==> src/rtl/ps2_tx.sv <==
// Host-to-device PS/2 transmitter. Sends one command byte to the attached device:
// request-to-send by inhibiting ps2c, start bit, eight data bits LSB first, odd
// parity, stop bit, then the device acknowledge. Lines are only ever pulled low
// through the *_oe outputs; the surrounding level builds the open-drain pads.
//
//  state   | meaning
//  S_IDLE  | lines released, waiting for wr
//  S_RTS   | ps2c held low for INHIBIT_CYCLES (request-to-send)
//  S_START | ps2c released, ps2d low (start bit), waiting for first device clock
//  S_DATA  | data/parity/stop bits presented after each filtered falling edge
//  S_ACK   | lines released, next falling edge samples the device ack
//  S_DONE  | one-cycle done pulse
//  S_ERR   | one-cycle err pulse (timeout or missing ack)
`timescale 1ns/1ps

module ps2_tx #(
  parameter int FILTER_STEPS   = 8,
  parameter int INHIBIT_CYCLES = 5000,
  parameter int TIMEOUT_CYCLES = 750000
) (
  input  logic       clk,
  input  logic       rst,
  input  logic       ps2c,
  input  logic       ps2d,
  input  logic       wr,
  input  logic [7:0] din,
  output logic       ps2c_oe,
  output logic       ps2d_oe,
  output logic       busy,
  output logic       done,
  output logic       err
);

  // One counter serves both the inhibit interval and the frame timeout.
  localparam int CNT_MAX = (INHIBIT_CYCLES > TIMEOUT_CYCLES) ? INHIBIT_CYCLES : TIMEOUT_CYCLES;
  localparam int CW      = $clog2(CNT_MAX + 1);
  localparam logic [CW-1:0] INH_LAST = CW'(INHIBIT_CYCLES - 1);
  localparam logic [CW-1:0] TO_LAST  = CW'(TIMEOUT_CYCLES - 1);

  typedef enum logic [2:0] {
    S_IDLE,
    S_RTS,
    S_START,
    S_DATA,
    S_ACK,
    S_DONE,
    S_ERR
  } state_t;

  state_t                  state;
  logic [FILTER_STEPS-1:0] filter_r;
  logic                    filt_r;
  logic                    filt_next;
  logic                    fall_r;
  logic [1:0]              d_sync_r;
  logic [8:0]              sh_r;
  logic [3:0]              idx_r;
  logic [CW-1:0]           cnt_r;

  // Filtered ps2c level: changes only after FILTER_STEPS identical samples.
  always_comb begin
    filt_next = filt_r;
    if (&filter_r)
      filt_next = 1'b1;
    else if (~|filter_r)
      filt_next = 1'b0;
  end

  // Glitch filter history, filtered level and the one-cycle falling-edge tick.
  always_ff @(posedge clk or posedge rst) begin
    if (rst) begin
      filter_r <= '0;
      filt_r   <= 1'b0;
      fall_r   <= 1'b0;
    end else begin
      filter_r <= {filter_r[FILTER_STEPS-2:0], ps2c};
      filt_r   <= filt_next;
      fall_r   <= filt_r & ~filt_next;
    end
  end

  // Two-flop synchroniser for the ack sample on ps2d.
  always_ff @(posedge clk or posedge rst) begin
    if (rst)
      d_sync_r <= 2'b11;
    else
      d_sync_r <= {d_sync_r[0], ps2d};
  end

  // Transmit sequencer with registered line enables and status pulses.
  always_ff @(posedge clk or posedge rst) begin
    if (rst) begin
      state   <= S_IDLE;
      sh_r    <= '0;
      idx_r   <= '0;
      cnt_r   <= '0;
      ps2c_oe <= 1'b0;
      ps2d_oe <= 1'b0;
      busy    <= 1'b0;
      done    <= 1'b0;
      err     <= 1'b0;
    end else begin
      case (state)
        S_IDLE: begin
          done    <= 1'b0;
          err     <= 1'b0;
          ps2c_oe <= 1'b0;
          ps2d_oe <= 1'b0;
          if (wr) begin
            sh_r    <= {~^din, din};
            idx_r   <= '0;
            cnt_r   <= '0;
            ps2c_oe <= 1'b1;
            busy    <= 1'b1;
            state   <= S_RTS;
          end
        end

        S_RTS: begin
          if (cnt_r == INH_LAST) begin
            cnt_r   <= '0;
            ps2c_oe <= 1'b0;
            ps2d_oe <= 1'b1;
            state   <= S_START;
          end else begin
            cnt_r <= cnt_r + 1'b1;
          end
        end

        S_START: begin
          if (cnt_r == TO_LAST) begin
            ps2d_oe <= 1'b0;
            err     <= 1'b1;
            state   <= S_ERR;
          end else begin
            cnt_r <= cnt_r + 1'b1;
            if (fall_r) begin
              ps2d_oe <= ~sh_r[0];
              sh_r    <= {1'b0, sh_r[8:1]};
              idx_r   <= 4'd1;
              state   <= S_DATA;
            end
          end
        end

        S_DATA: begin
          if (cnt_r == TO_LAST) begin
            ps2d_oe <= 1'b0;
            err     <= 1'b1;
            state   <= S_ERR;
          end else begin
            cnt_r <= cnt_r + 1'b1;
            if (fall_r) begin
              if (idx_r <= 4'd8) begin
                // idx 1..7 present d1..d7, idx 8 presents the parity bit
                ps2d_oe <= ~sh_r[0];
                sh_r    <= {1'b0, sh_r[8:1]};
                idx_r   <= idx_r + 1'b1;
              end else begin
                // stop bit is a released (high) line
                ps2d_oe <= 1'b0;
                state   <= S_ACK;
              end
            end
          end
        end

        S_ACK: begin
          ps2c_oe <= 1'b0;
          ps2d_oe <= 1'b0;
          if (cnt_r == TO_LAST) begin
            err   <= 1'b1;
            state <= S_ERR;
          end else begin
            cnt_r <= cnt_r + 1'b1;
            if (fall_r) begin
              if (!d_sync_r[1]) begin
                done  <= 1'b1;
                state <= S_DONE;
              end else begin
                err   <= 1'b1;
                state <= S_ERR;
              end
            end
          end
        end

        S_DONE: begin
          done  <= 1'b0;
          busy  <= 1'b0;
          state <= S_IDLE;
        end

        S_ERR: begin
          err     <= 1'b0;
          busy    <= 1'b0;
          ps2c_oe <= 1'b0;
          ps2d_oe <= 1'b0;
          state   <= S_IDLE;
        end

        default: begin
          ps2c_oe <= 1'b0;
          ps2d_oe <= 1'b0;
          busy    <= 1'b0;
          done    <= 1'b0;
          err     <= 1'b0;
          state   <= S_IDLE;
        end
      endcase
    end
  end

endmodule

==> config.mk <==
export PLATFORM = sky130hd
export DESIGN_NAME = ps2_tx
export DESIGN_NICKNAME = d
export VERILOG_FILES = /design/src/rtl/ps2_tx.sv
export SDC_FILE = /design/constraint.sdc
export NUM_CORES = 1
export LEC_CHECK = 0
export ABC_CLOCK_PERIOD_IN_PS = 3100
export CORE_MARGIN = 2
export CORE_UTILIZATION = 60
export CTS_CLUSTER_DIAMETER = 30
export CTS_CLUSTER_SIZE = 30
export DETAILED_ROUTE_END_ITERATION = 10
export PLACE_DENSITY_LB_ADDON = 0.08
export SYNTH_ARGS = -nofsm -noshare
export SYNTH_HDL_FRONTEND = slang
export SYNTH_SLANG_ARGS = --single-unit
==> constraint.sdc <==
create_clock -name clk -period 3.1 [get_ports clk]
set_input_delay 0.93 -clock clk [delete_from_list [all_inputs] [get_ports clk]]
set_output_delay 0.93 -clock clk [all_outputs]
set_load 0.05 [all_outputs]
==> results_dict.tcl <==
set metrics [dict create \
    status "complete, no violations" \
    setup_viol 0 \
    post_cts_hold_buffer_count 0 \
    synth_top_area_frac 0.4775 \
    max_cap_violations 0 \
    cts.sinks 53 \
    num_rows 24 \
    regArea_sq_mm 0.001329 \
    hold_viol_final 0 \
    ys_types 50 \
    routed_wl_um 5292 \
    critPathTopFamily "buffers and inverters" \
    ir_drop_mv 0.5396 \
    cts_root_buffer "clkbuf_8" \
    timing.slew.headroom 0.4871 \
    skew_ps 5.155 \
    worst_pin_slew_ps 768.2 \
    grtUsageMet3 0.04131 \
    grt_util_met1 0.3551 \
    powerDensity_mw_per_mm2 846.5 \
    drt_pass1_iterations 4 \
    n_antenna_cell 0 \
    crit_required_ps 2170 \
    fillers 354 \
    drv_slew 0 \
    start_util 0.6181 \
    place_congestion 0.8474 \
    r2r_cells 7 \
    insertion_delay_ps 310 \
    use_met2 0.3479 \
    tns_ps 0 \
    top_usage_layer "met1" \
    dieArea_sq_mm 0.005004 \
    startpoint_type "register" \
    cts_tree "done" \
    min_period_ps 2437 \
    syn_area_sq_mm 0.002673 \
    core_area_sq_mm 0.004324 \
    yosys-top-cells-area "dfrtp_1, nand2_1, nor2_1" \
    syn-num-nets 291 \
    fin_nets 310 \
    drtIter0Drc 153 \
    antenna_found_initial 0 \
    via_per_inst 6.075 \
    endpoint_kind "output port" \
    stdcell_area_sq_mm 0.003013 \
    critical_path_arrival_ps 1510 \
    die_w_um 70.74 \
    cts_setup_buffers 0 \
    grt_pass1_vias 2010 \
    ios 18 \
    crit_slowest_cell "clkdlybuf4s50_1" \
    slowest_delay_ps 810 \
    path_cells "clkdlybuf4s50_1" \
    cts.repair.resized 0 \
    wl_per_cell_um 15.25 \
    clock.fmax_ghz 0.4103 \
    grt_pass1_wl_um 9301 \
    worstPathMaxFanout 3 \
    yosys_warnings 0 \
    p_leak_nw 1.294 \
    synth.avg_cell_area_sq_um 9.718 \
    syn_inst 275 \
    timing.final.crit_share 0.7862 \
    place_area_sq_mm 0.002897 \
    synth_flop_cell "dfrtp_1" \
    clk_pin_slew_ps 100 \
    htree_levels 2 \
    overflow 0 \
    antenna_left 0 \
    vias 2108 \
    io_buffers 17 \
    synth.yosys.seq_area_share 0.4972 \
    cts_made_buffers 5 \
    syn_to_final_growth_pct 12.73 \
    cts_buffer_depth 2 \
    cp_num_cells 1 \
    path_class "reg -> out" \
    path_buf_inv 1 \
    grt_max_degree 38 \
    multiInputGateArea_sq_mm 0.001261 \
    grt_usage 0.2358 \
    synth_edf_count 0 \
    hpwl_um 3786 \
    rsz0062_at_grt "no" \
    drive_above_1_share 0.09831 \
    synth_async_sr_flop_share 1.000 \
    hold_depth 0 \
    hp-class "reg -> reg" \
    synth-seq-cells 53 \
    fp.dieH_um 70.74 \
    yosysTopAreaCell "dfrtp_1" \
    drc 0 \
]
[cells in the mapped netlist (2+ instances only)]
cell / count
a21o_1: 2
a21oi_1: 12
a22o_1: 2
a31oi_1: 13
a41oi_1: 3
and2_1: 2
and3_1: 7
and3_2: 2
and4_1: 2
buf_2: 6
clkbuf_1: 4
dfrtp_1: 51
dfstp_2: 2
ha_1: 3
inv_1: 7
nand2_1: 35
nand2b_1: 2
nand3_1: 6
nand4_1: 5
nand4b_1: 2
nor2_1: 34
nor2b_1: 2
nor3_1: 9
nor3b_1: 2
nor4_1: 3
o21a_1: 2
o21ai_0: 8
o21bai_1: 3
or4_1: 2
xnor2_1: 11
xor2_1: 12
[through the flow]
stage	util	power (mW)	cells	hold WS (ps)	setup WS, ps
2_1_floorplan	-	1.821	275	345.2	887.1
3_3_place_gp	0.6699	2.050	339	345.3	387.1
3_5_place_dp	0.6699	2.071	339	347.8	356.7
4_1_cts	0.6968	2.560	347	359.4	660.5
5_1_grt	0.6968	2.724	347	375.8	571.9
6_report	0.6968	2.550	347	364.3	662.9
[layout make-up]
cell class,instances,share of cell area
Multi-Input combinational cell,204,0.4186
Clock buffer,5,0.02284
Timing Repair Buffer,23,0.07143
Tap cell,52,0.02159
Sequential cell,53,0.4410
Inverter,7,0.008721
Clock inverter,3,0.01578
[registers in the layout, summed over array words and instances, names as in the netlist]
name / cells
cnt_r: 20
sh_r: 9
filter_r: 8
idx_r: 4
state: 3
d_sync_r: 2
busy: 1
done: 1
err: 1
fall_r: 1
filt_r: 1
ps2c_oe: 1
ps2d_oe: 1
[metal layers]
metal | wire length, um | part of all wire
met3 | 195 | 0.037
met2 | 2462 | 0.47
met4 | 69 | 0.013
met1 | 2565 | 0.48
met5 | 0 | 0
[logic make-up (layout without fill, tap and decap cells)]
| group | Yosys count | in the layout | synth area share |
|---|---|---|---|
| flip-flops | 53 | 53 | 0.4972 |
| buffers and inverters | 18 | 38 | 0.03090 |
| AND/OR/NAND/NOR | 122 | 122 | 0.2341 |
| AO/OA/AOI/OAI | 55 | 55 | 0.1423 |
| XOR/XNOR | 24 | 24 | 0.08146 |
| adder cells (fa/ha/maj) | 3 | 3 | 0.01405 |
[cell usage in the layout, fill, tap and decap left out, types with 2 or more instances in the layout]
master | netlist | layout
buf_4 | 0 | 6
clkbuf_8 | 0 | 5
a21oi_1 | 12 | 12
nand4_1 | 5 | 5
inv_1 | 7 | 6
o21bai_1 | 3 | 3
nand2b_1 | 2 | 2
nor3_1 | 9 | 9
and4_1 | 2 | 2
o21ai_0 | 8 | 8
a41oi_1 | 3 | 3
dfrtp_1 | 51 | 51
xor2_1 | 12 | 12
a31oi_1 | 13 | 13
o21a_1 | 2 | 2
nor3b_1 | 2 | 2
nor2_1 | 34 | 34
a22o_1 | 2 | 2
nand2_1 | 35 | 35
nor4_1 | 3 | 3
or4_1 | 2 | 2
a21o_1 | 2 | 2
inv_6 | 0 | 2
and3_1 | 7 | 7
and3_2 | 2 | 2
and2_1 | 2 | 2
clkdlybuf4s50_1 | 0 | 17
nand3_1 | 6 | 6
ha_1 | 3 | 3
nor2b_1 | 2 | 2
xnor2_1 | 11 | 11
dfstp_2 | 2 | 2
nand4b_1 | 2 | 2
[power by group]
group	internal [mW]	total (mW)	switching [mW]
registers	0.840	1.03	0.186
clock network	0.246	0.484	0.237
logic	0.435	1.04	0.605
[worst paths after layout]
check                           slack (ps)         from           to
worst max-delay path                   660         done         done
worst min-delay path                   360  d_sync_r[0]  d_sync_r[1]
worst max register to register         890    cnt_r[10]     idx_r[3]
worst min register to register         360  d_sync_r[0]  d_sync_r[1]
max in group asynchronous             1400          rst          err
min in group asynchronous             1080          rst      sh_r[7]
Power figures use the tool's default switching activity.
